`config.mk`:
```
export PLATFORM = sky130hd
export DESIGN_NAME = layer_sequencer
export DESIGN_NICKNAME = d
export VERILOG_FILES = /design/src/rtl/cnn_pkg.sv /design/src/rtl/stage_watchdog.sv /design/src/rtl/layer_sequencer.sv
export SDC_FILE = /design/constraint.sdc
export NUM_CORES = 1
export LEC_CHECK = 0
export ABC_AREA = 0
export ABC_CLOCK_PERIOD_IN_PS = 7800
export CAP_MARGIN = 0
export CORE_MARGIN = 1
export CORE_UTILIZATION = 30
export CTS_BUF_LIST = sky130_fd_sc_hd__clkbuf_8
export DETAILED_ROUTE_END_ITERATION = 7
export GPL_ROUTABILITY_DRIVEN = 0
export GPL_TIMING_DRIVEN = 0
export PLACE_DENSITY = 0.59
export SLEW_MARGIN = 20
export SYNTH_ARGS = -nofsm -noshare
export SYNTH_HDL_FRONTEND = slang
export SYNTH_HIERARCHICAL = 1
export SYNTH_SLANG_ARGS = --single-unit
```
`constraint.sdc`:
```
create_clock -name clk -period 7.8 [get_ports clk]
set_clock_uncertainty 0.1 [all_clocks]
set_input_delay 1.56 -clock clk [delete_from_list [all_inputs] [get_ports clk]]
set_output_delay 1.56 -clock clk [all_outputs]
set_load 0.01 [all_outputs]
```
`src/rtl/cnn_pkg.sv`:
```
// rtl/cnn_pkg.sv - shared state, stage-mask types and stage ordering for the layer sequencer
package cnn_pkg;

  localparam int unsigned DEFAULT_TIMEOUT_CYCLES = 65535;

  typedef enum logic [2:0] {
    S_IDLE,
    S_CONV,
    S_FC,
    S_RELU,
    S_MAXP,
    S_SFMAX,
    S_NEXT
  } seq_state_t;

  typedef struct packed {
    logic conv;
    logic fc;
    logic relu;
    logic maxp;
    logic sfmax;
  } stage_mask_t;

  function automatic logic is_stage(input seq_state_t s);
    return (s != S_IDLE) && (s != S_NEXT);
  endfunction

  // First enabled stage strictly after cur; IDLE/NEXT mean "start of a layer".
  function automatic seq_state_t next_stage(input seq_state_t cur, input stage_mask_t m);
    logic at_start, upto_relu, upto_maxp, upto_sfmax;
    seq_state_t ns;
    at_start   = (cur == S_IDLE) || (cur == S_NEXT);
    upto_relu  = at_start || (cur == S_CONV) || (cur == S_FC);
    upto_maxp  = upto_relu || (cur == S_RELU);
    upto_sfmax = upto_maxp || (cur == S_MAXP);
    if (at_start && m.conv)          ns = S_CONV;
    else if (at_start && m.fc)       ns = S_FC;
    else if (upto_relu && m.relu)    ns = S_RELU;
    else if (upto_maxp && m.maxp)    ns = S_MAXP;
    else if (upto_sfmax && m.sfmax)  ns = S_SFMAX;
    else                             ns = S_NEXT;
    return ns;
  endfunction

endpackage

```
`src/rtl/stage_watchdog.sv`:
```
// rtl/stage_watchdog.sv - per-stage cycle watchdog; expired flags the LIMIT-th cycle in a stage
module stage_watchdog #(
  parameter int unsigned LIMIT = cnn_pkg::DEFAULT_TIMEOUT_CYCLES
) (
  input  logic clk,
  input  logic rst_n,
  input  logic clear,
  input  logic enable,
  output logic expired
);

  localparam int unsigned CW = (LIMIT > 1) ? $clog2(LIMIT) : 1;
  localparam logic [CW-1:0] LAST = (LIMIT == 0) ? '0 : CW'(LIMIT - 1);

  logic [CW-1:0] cnt;

  // cnt holds the number of completed cycles in the current stage, saturating at LAST.
  always_ff @(posedge clk or negedge rst_n) begin
    if (!rst_n) begin
      cnt <= '0;
    end else if (clear || !enable) begin
      cnt <= '0;
    end else if (cnt != LAST) begin
      cnt <= cnt + CW'(1);
    end
  end

  assign expired = (LIMIT != 0) && enable && (cnt == LAST);

endmodule

```
`src/rtl/layer_sequencer.sv`:
```
// rtl/layer_sequencer.sv - walks a latched per-layer stage program, pulsing engine starts
module layer_sequencer
  import cnn_pkg::*;
#(
  parameter int          NUM_LAYERS     = 32,
  parameter int unsigned TIMEOUT_CYCLES = DEFAULT_TIMEOUT_CYCLES,
  localparam int         LW             = $clog2(NUM_LAYERS + 1)
) (
  input  logic                  clk,
  input  logic                  rst_n,
  input  logic                  start,
  input  logic                  abort,
  input  logic [LW-1:0]         num_layers,
  input  logic [NUM_LAYERS-1:0] conv_en,
  input  logic [NUM_LAYERS-1:0] relu_en,
  input  logic [NUM_LAYERS-1:0] maxp_en,
  input  logic [NUM_LAYERS-1:0] fc_en,
  input  logic [NUM_LAYERS-1:0] sfmax_en,
  input  logic                  conv_done,
  input  logic                  relu_done,
  input  logic                  maxp_done,
  input  logic                  fc_done,
  input  logic                  sfmax_done,
  output logic                  conv_run,
  output logic                  relu_run,
  output logic                  maxp_run,
  output logic                  fc_run,
  output logic                  sfmax_run,
  output logic [LW-1:0]         layer_idx,
  output logic                  busy,
  output logic                  seq_done,
  output logic                  err,
  output logic [LW-1:0]         err_layer
);

  seq_state_t state, state_next;

  logic [LW-1:0]         count_q, layer_q, layer_next, err_layer_next, start_count;
  logic [LW:0]           layer_plus1;
  logic [NUM_LAYERS-1:0] conv_q, relu_q, maxp_q, fc_q, sfmax_q;
  stage_mask_t           cur_mask, nxt_mask, start_mask;
  logic                  err_next, seq_done_next, latch_cfg;
  logic                  enter, in_stage, first_cycle, done_sel, wd_expired, last_layer;

  function automatic stage_mask_t mask_at(
    input logic [NUM_LAYERS-1:0] c, input logic [NUM_LAYERS-1:0] f,
    input logic [NUM_LAYERS-1:0] r, input logic [NUM_LAYERS-1:0] m,
    input logic [NUM_LAYERS-1:0] s, input logic [LW-1:0] idx);
    logic [NUM_LAYERS-1:0] cs, fs, rs, ms, ss;
    cs = c >> idx;
    fs = f >> idx;
    rs = r >> idx;
    ms = m >> idx;
    ss = s >> idx;
    return '{conv: cs[0], fc: fs[0], relu: rs[0], maxp: ms[0], sfmax: ss[0]};
  endfunction

  assign start_count = (num_layers > LW'(NUM_LAYERS)) ? LW'(NUM_LAYERS) : num_layers;
  assign start_mask  = '{conv: conv_en[0], fc: fc_en[0], relu: relu_en[0],
                         maxp: maxp_en[0], sfmax: sfmax_en[0]};
  assign layer_plus1 = {1'b0, layer_q} + (LW+1)'(1);
  assign last_layer  = (count_q == '0) || (layer_plus1 >= {1'b0, count_q});
  assign cur_mask    = mask_at(conv_q, fc_q, relu_q, maxp_q, sfmax_q, layer_q);
  assign nxt_mask    = mask_at(conv_q, fc_q, relu_q, maxp_q, sfmax_q, layer_plus1[LW-1:0]);

  // A run pulse is present only in a stage's first cycle; done is ignored there.
  assign first_cycle = conv_run | fc_run | relu_run | maxp_run | sfmax_run;
  assign in_stage    = is_stage(state);

  always_comb begin
    done_sel = 1'b0;
    case (state)
      S_CONV:  done_sel = conv_done;
      S_FC:    done_sel = fc_done;
      S_RELU:  done_sel = relu_done;
      S_MAXP:  done_sel = maxp_done;
      S_SFMAX: done_sel = sfmax_done;
      default: done_sel = 1'b0;
    endcase
  end

  always_comb begin
    state_next     = state;
    layer_next     = layer_q;
    err_next       = err;
    err_layer_next = err_layer;
    seq_done_next  = 1'b0;
    latch_cfg      = 1'b0;
    case (state)
      S_IDLE: begin
        if (start) begin
          latch_cfg  = 1'b1;
          err_next   = 1'b0;
          layer_next = '0;
          state_next = (start_count == '0) ? S_NEXT : next_stage(S_IDLE, start_mask);
        end
      end
      S_NEXT: begin
        if (abort) begin
          state_next = S_IDLE;
        end else if (last_layer) begin
          state_next    = S_IDLE;
          seq_done_next = 1'b1;
        end else begin
          layer_next = layer_plus1[LW-1:0];
          state_next = next_stage(S_NEXT, nxt_mask);
        end
      end
      default: begin
        // abort outranks done, which outranks the watchdog
        if (abort) begin
          state_next = S_IDLE;
        end else if (done_sel && !first_cycle) begin
          state_next = next_stage(state, cur_mask);
        end else if (wd_expired) begin
          state_next     = S_IDLE;
          err_next       = 1'b1;
          err_layer_next = layer_q;
        end
      end
    endcase
  end

  assign enter = is_stage(state_next) && (state_next != state);

  stage_watchdog #(
    .LIMIT(TIMEOUT_CYCLES)
  ) u_watchdog (
    .clk    (clk),
    .rst_n  (rst_n),
    .clear  (enter),
    .enable (in_stage),
    .expired(wd_expired)
  );

  always_ff @(posedge clk or negedge rst_n) begin
    if (!rst_n) begin
      state     <= S_IDLE;
      count_q   <= '0;
      layer_q   <= '0;
      conv_q    <= '0;
      fc_q      <= '0;
      relu_q    <= '0;
      maxp_q    <= '0;
      sfmax_q   <= '0;
      err       <= 1'b0;
      err_layer <= '0;
      busy      <= 1'b0;
      seq_done  <= 1'b0;
      conv_run  <= 1'b0;
      fc_run    <= 1'b0;
      relu_run  <= 1'b0;
      maxp_run  <= 1'b0;
      sfmax_run <= 1'b0;
    end else begin
      state     <= state_next;
      layer_q   <= layer_next;
      err       <= err_next;
      err_layer <= err_layer_next;
      busy      <= (state_next != S_IDLE);
      seq_done  <= seq_done_next;
      conv_run  <= enter && (state_next == S_CONV);
      fc_run    <= enter && (state_next == S_FC);
      relu_run  <= enter && (state_next == S_RELU);
      maxp_run  <= enter && (state_next == S_MAXP);
      sfmax_run <= enter && (state_next == S_SFMAX);
      if (latch_cfg) begin
        count_q <= start_count;
        conv_q  <= conv_en;
        fc_q    <= fc_en;
        relu_q  <= relu_en;
        maxp_q  <= maxp_en;
        sfmax_q <= sfmax_en;
      end
    end
  end

  assign layer_idx = layer_q;

endmodule

```
==> results.md <==
* Area share of xor/xnor cells in the synthesized design at 0.00482
* Beginning of the worst register-to-register path: layer_idx[2]$_DFFE_PN0P_
* Core Footprint at 36600 um^2
* Total Wirelength at about 36000 um
* Post-Synthesis Cells at approximately 1200
* Multiplexer share of the synthesized area at 0.166
* Cell at the root of the clock tree: clkbuf_8
* Area of the die at ~38000 um^2
* Cell Count, Final, Fillers Out at 1926
* Antenna Nets Post-Route at 0
* Detailed-route via count at roughly 10000
* Final number of setup-violating endpoints at 0
* Number of enable-type register cells in the synthesized netlist at 0
* Clk Latency, worst-skew pair at ~0.56 ns
* Synth warnings at 6
* Element type at the critical path start: flop
* Crit-path cells: buf_6, clkbuf_1, clkbuf_1, nand3_1, xnor2_1, ha_1, a21o_1, a32o_1, a311oi_1, o21a_1, nand2_1, nor4_1, a211o_1, nor2_1, a221o_1, a32oi_1, nand2b_1, dlygate4sd1_1, a21oi_1
* Max rail drop VDD at 133 uV
* Worst endpoint data arrival time at roughly 6.0 ns
* Pin count of the biggest net entering global routing at 75
* Power per unit of standard cell area at about 330 nW/um^2
* Overflow left after global routing at 0
* CTS Hold Bufs at 0
* Commonest non-fill, non-tap cells in the layout: 525 x nand2_1, 205 x dfrtp_1, 193 x clkdlybuf4s50_1, 62 x mux4_2, 48 x clkbuf_8
* Endpoint required time on the critical path at 8.10 ns
* Final period demand of the worst path at ~5.7 ns
* Share of synthesized cell area in full adder, half adder and majority cells at 0.0101
* Post-cts repair resize count at 0
* Top cell by count, worst path: clkbuf_1
* Final worst-path cycle share at 0.726
* Maximum fanout encountered on the critical timing path at 10
* Most common library cell in the layout ignoring fill and taps: nand2_1
* Area share of the largest cell type after synthesis at 0.460
* FFs w/ async S/R, synth at 1.00
* Primary flip-flop cell chosen by synthesis mapping: dfrtp_1
* Post-layout net count at 1614
* Overall power of the completed layout at 4.75 mW
* Half-perimeter wire length after placement at ~27000 um
* Static leakage at 6.55 nW
* FP Rows at 70
* CP peak stage delay at slightly below 0.5 ns
* Max-slew headroom at the worst pin at 0.204
* First-pass GRT wire length at between 50000 and 60000 um
* Top Family by Delay on Critical Path: compound AO/OA/AOI/OAI gates
* Number of placed instances, taps included at 1857
* Final routed wire length divided by cell count at around 19 um
* Synth Net Count at about 1400
* Mapped Area at 11200 um^2
* Maxcap violations at 0
* Fmax achieved at approximately 180 MHz
* Worst reg2reg path endpoint: u_watchdog/cnt[6]$_DFFE_PN0P_
* Cell accounting for the most synthesized area: dfrtp_1
* Post-detailed-route via-to-cell ratio at roughly 5
* RSZ-0062 raised after global routing: false
* Category of the most critical setup path: flop to flop
* Die height at slightly below 200 um
* Number of different library cells in the post-synthesis netlist at 67
* Count of state elements after synthesis at slightly above 200
* Measured slew at the worst slew-check pin at around 1.2 ns
* Worst r2r path cells at 19
* Area growth from synthesis to layout at 30.2%
* Category of the worst setup path capture point: flop
* Via count of the first global-routing pass at 9856
* Synthesized area per cell at 9.35 um^2
* Clock slew seen by the registers of the worst setup and hold paths at about 0.06 ns
* Antenna violations before repair at 0
* CTS buffer count at 39
* Sequential element share of the synthesized area at 0.460
* DRT Pass-1 Iters at 5
* Number of remaining DRC errors at 0
* Depth of the CTS H-tree at 2
* Worst setup path startpoint: layer_idx[2]$_DFFE_PN0P_
* Violation count after the first detailed-routing iteration at 795
* Hold Violations, Final at 0
* Setup slack on the worst flop-to-flop path at between 2 and 2.5 ns
* Diodes inserted at 0
* Number of max-slew violations in the final report at 0
* Total track usage at 0.195
* Run status: completed
* Leading post-synthesis cells by cell area: dfrtp_1 46%, nand2_1 18%, mux4_2 13%, mux2i_1 3.1%, clkbuf_1 1.6%
* Number of buffers and inverters on the critical path at 4
* TritonCTS clock tree: yes
* Largest family of logic cells by synthesized area: simple AND/OR/NAND/NOR gates
* Starting density of the core at 0.305
* CTS sink count at 205
* Hold crit path type: flop to flop
* Worst setup endpoint: u_watchdog/cnt[6]$_DFFE_PN0P_
* Area share of and/or/nand/nor cells after synthesis at 0.244
* Fraction of layout instances using a drive strength above 1 at 0.120
* Critical-path top delay cell: clkbuf_1
* Synth Area in Compound Gates at 0.0801
* Stages on the worst setup path at 19
* I/O pin total at 195
* Post-CTS setup-driven buffer insertion count at 0
* Maximum buffer depth of the clock tree at 3
* Port-buffer cells at about 190
* Overall die width at approximately 190 um
-- sequential cells by signal, summed over array words and instances (netlist names), 3 cells and up --
signal,flops
conv_q,32
fc_q,32
maxp_q,32
relu_q,32
sfmax_q,32
u_watchdog/cnt,16
count_q,6
err_layer,6
layer_idx,6
state,3
-- routing by layer --
layer  GRT usage  vias to the layer above  share of wire
met5           0                        -              0
met4      0.0566                        0          0.022
met3      0.0370                       62          0.071
met2       0.306                      392           0.45
met1       0.273                     4691           0.45
li1            -                     4570              -
-- layout make-up --
class | count | area (um^2)
clock buffer | 48 | 661
sequential | 205 | 5130
tap | 468 | 586
clock inverter | 21 | 121
fill | 3671 | 22100
buffer | 73 | 338
timing repair buffer | 196 | 2000
multi-input combinational | 899 | 5630
inverter | 16 | 60.1
-- power by group --
group	internal (mW)	leakage, nW	switching [mW]
Combinational	0.834	3.50	1.03
Clock	0.589	0.451	0.472
Sequential	1.50	2.60	0.325
-- cells by family (layout without fill, tap and decap cells) --
kind of cell,after synthesis,in the layout
AOI/OAI and AO/OA,131,131
muxes,106,106
adders and majority gates,9,9
and+or+nand+nor,649,649
xor gates and xnor gates,4,4
DFF,205,205
buffers and inverters,89,354
-- synth_stat cells (5+ instances only) --
cell type / number
nand3b_1: 5
a32o_1: 6
buf_4: 7
or4_1: 5
inv_1: 15
o21ai_0: 30
nand2b_1: 12
nor3_1: 10
nand3_1: 10
o31ai_1: 7
nand2_1: 525
or3_1: 11
a22oi_1: 9
mux2_2: 9
dfrtp_1: 205
or2_2: 6
nand4_1: 5
mux4_2: 62
nor2b_1: 10
and3_1: 5
nor4_1: 5
ha_1: 9
a21oi_1: 25
buf_2: 14
a211oi_1: 6
nor2_1: 26
mux2i_1: 35
clkbuf_1: 47
-- worst min-delay path by stage --
stage	startpoint	endpoint	slack (ns)	cells after the start
after detailed placement	conv_q[2]$_DFFE_PN0P_	conv_q[2]$_DFFE_PN0P_	0.36	2
after global placement	conv_q[25]$_DFFE_PN0P_	conv_q[25]$_DFFE_PN0P_	0.35	2
after CTS	conv_q[13]$_DFFE_PN0P_	conv_q[13]$_DFFE_PN0P_	0.37	2
after global routing	conv_q[3]$_DFFE_PN0P_	conv_q[3]$_DFFE_PN0P_	0.39	2
final	conv_q[6]$_DFFE_PN0P_	conv_q[6]$_DFFE_PN0P_	0.37	2
after floorplan	conv_q[0]$_DFFE_PN0P_	conv_q[0]$_DFFE_PN0P_	0.34	2
-- worst reg2reg max path: stages, from the launching register on --
cell and delay [ns]:
dfrtp_1 0.44, buf_6 0.19, clkbuf_1 0.43, clkbuf_1 0.50, nand3_1 0.17, xnor2_1 0.27, ha_1 0.29, a21o_1 0.16
a32o_1 0.19, a311oi_1 0.23, o21a_1 0.28, nand2_1 0.19, nor4_1 0.40, a211o_1 0.31, nor2_1 0.07, a221o_1 0.30
a32oi_1 0.18, nand2b_1 0.25, dlygate4sd1_1 0.49, a21oi_1 0.09
-- metrics by stage --
step | setup TNS [ns] | instance area, um^2 | worst slack, ns | hold slack (ns) | util
after floorplan | 0 | 11200 | 3.36 | 0.340 | -
after global placement | -772.23 | 13700 | -3.78 | 0.355 | 0.374
after detailed placement | 0 | 13700 | 2.23 | 0.361 | 0.375
after CTS | 0 | 14500 | 2.20 | 0.374 | 0.397
after global routing | 0 | 14500 | 1.68 | 0.394 | 0.397
final | 0 | 14500 | 2.14 | 0.371 | 0.397
(Power assumes the default switching activity.)
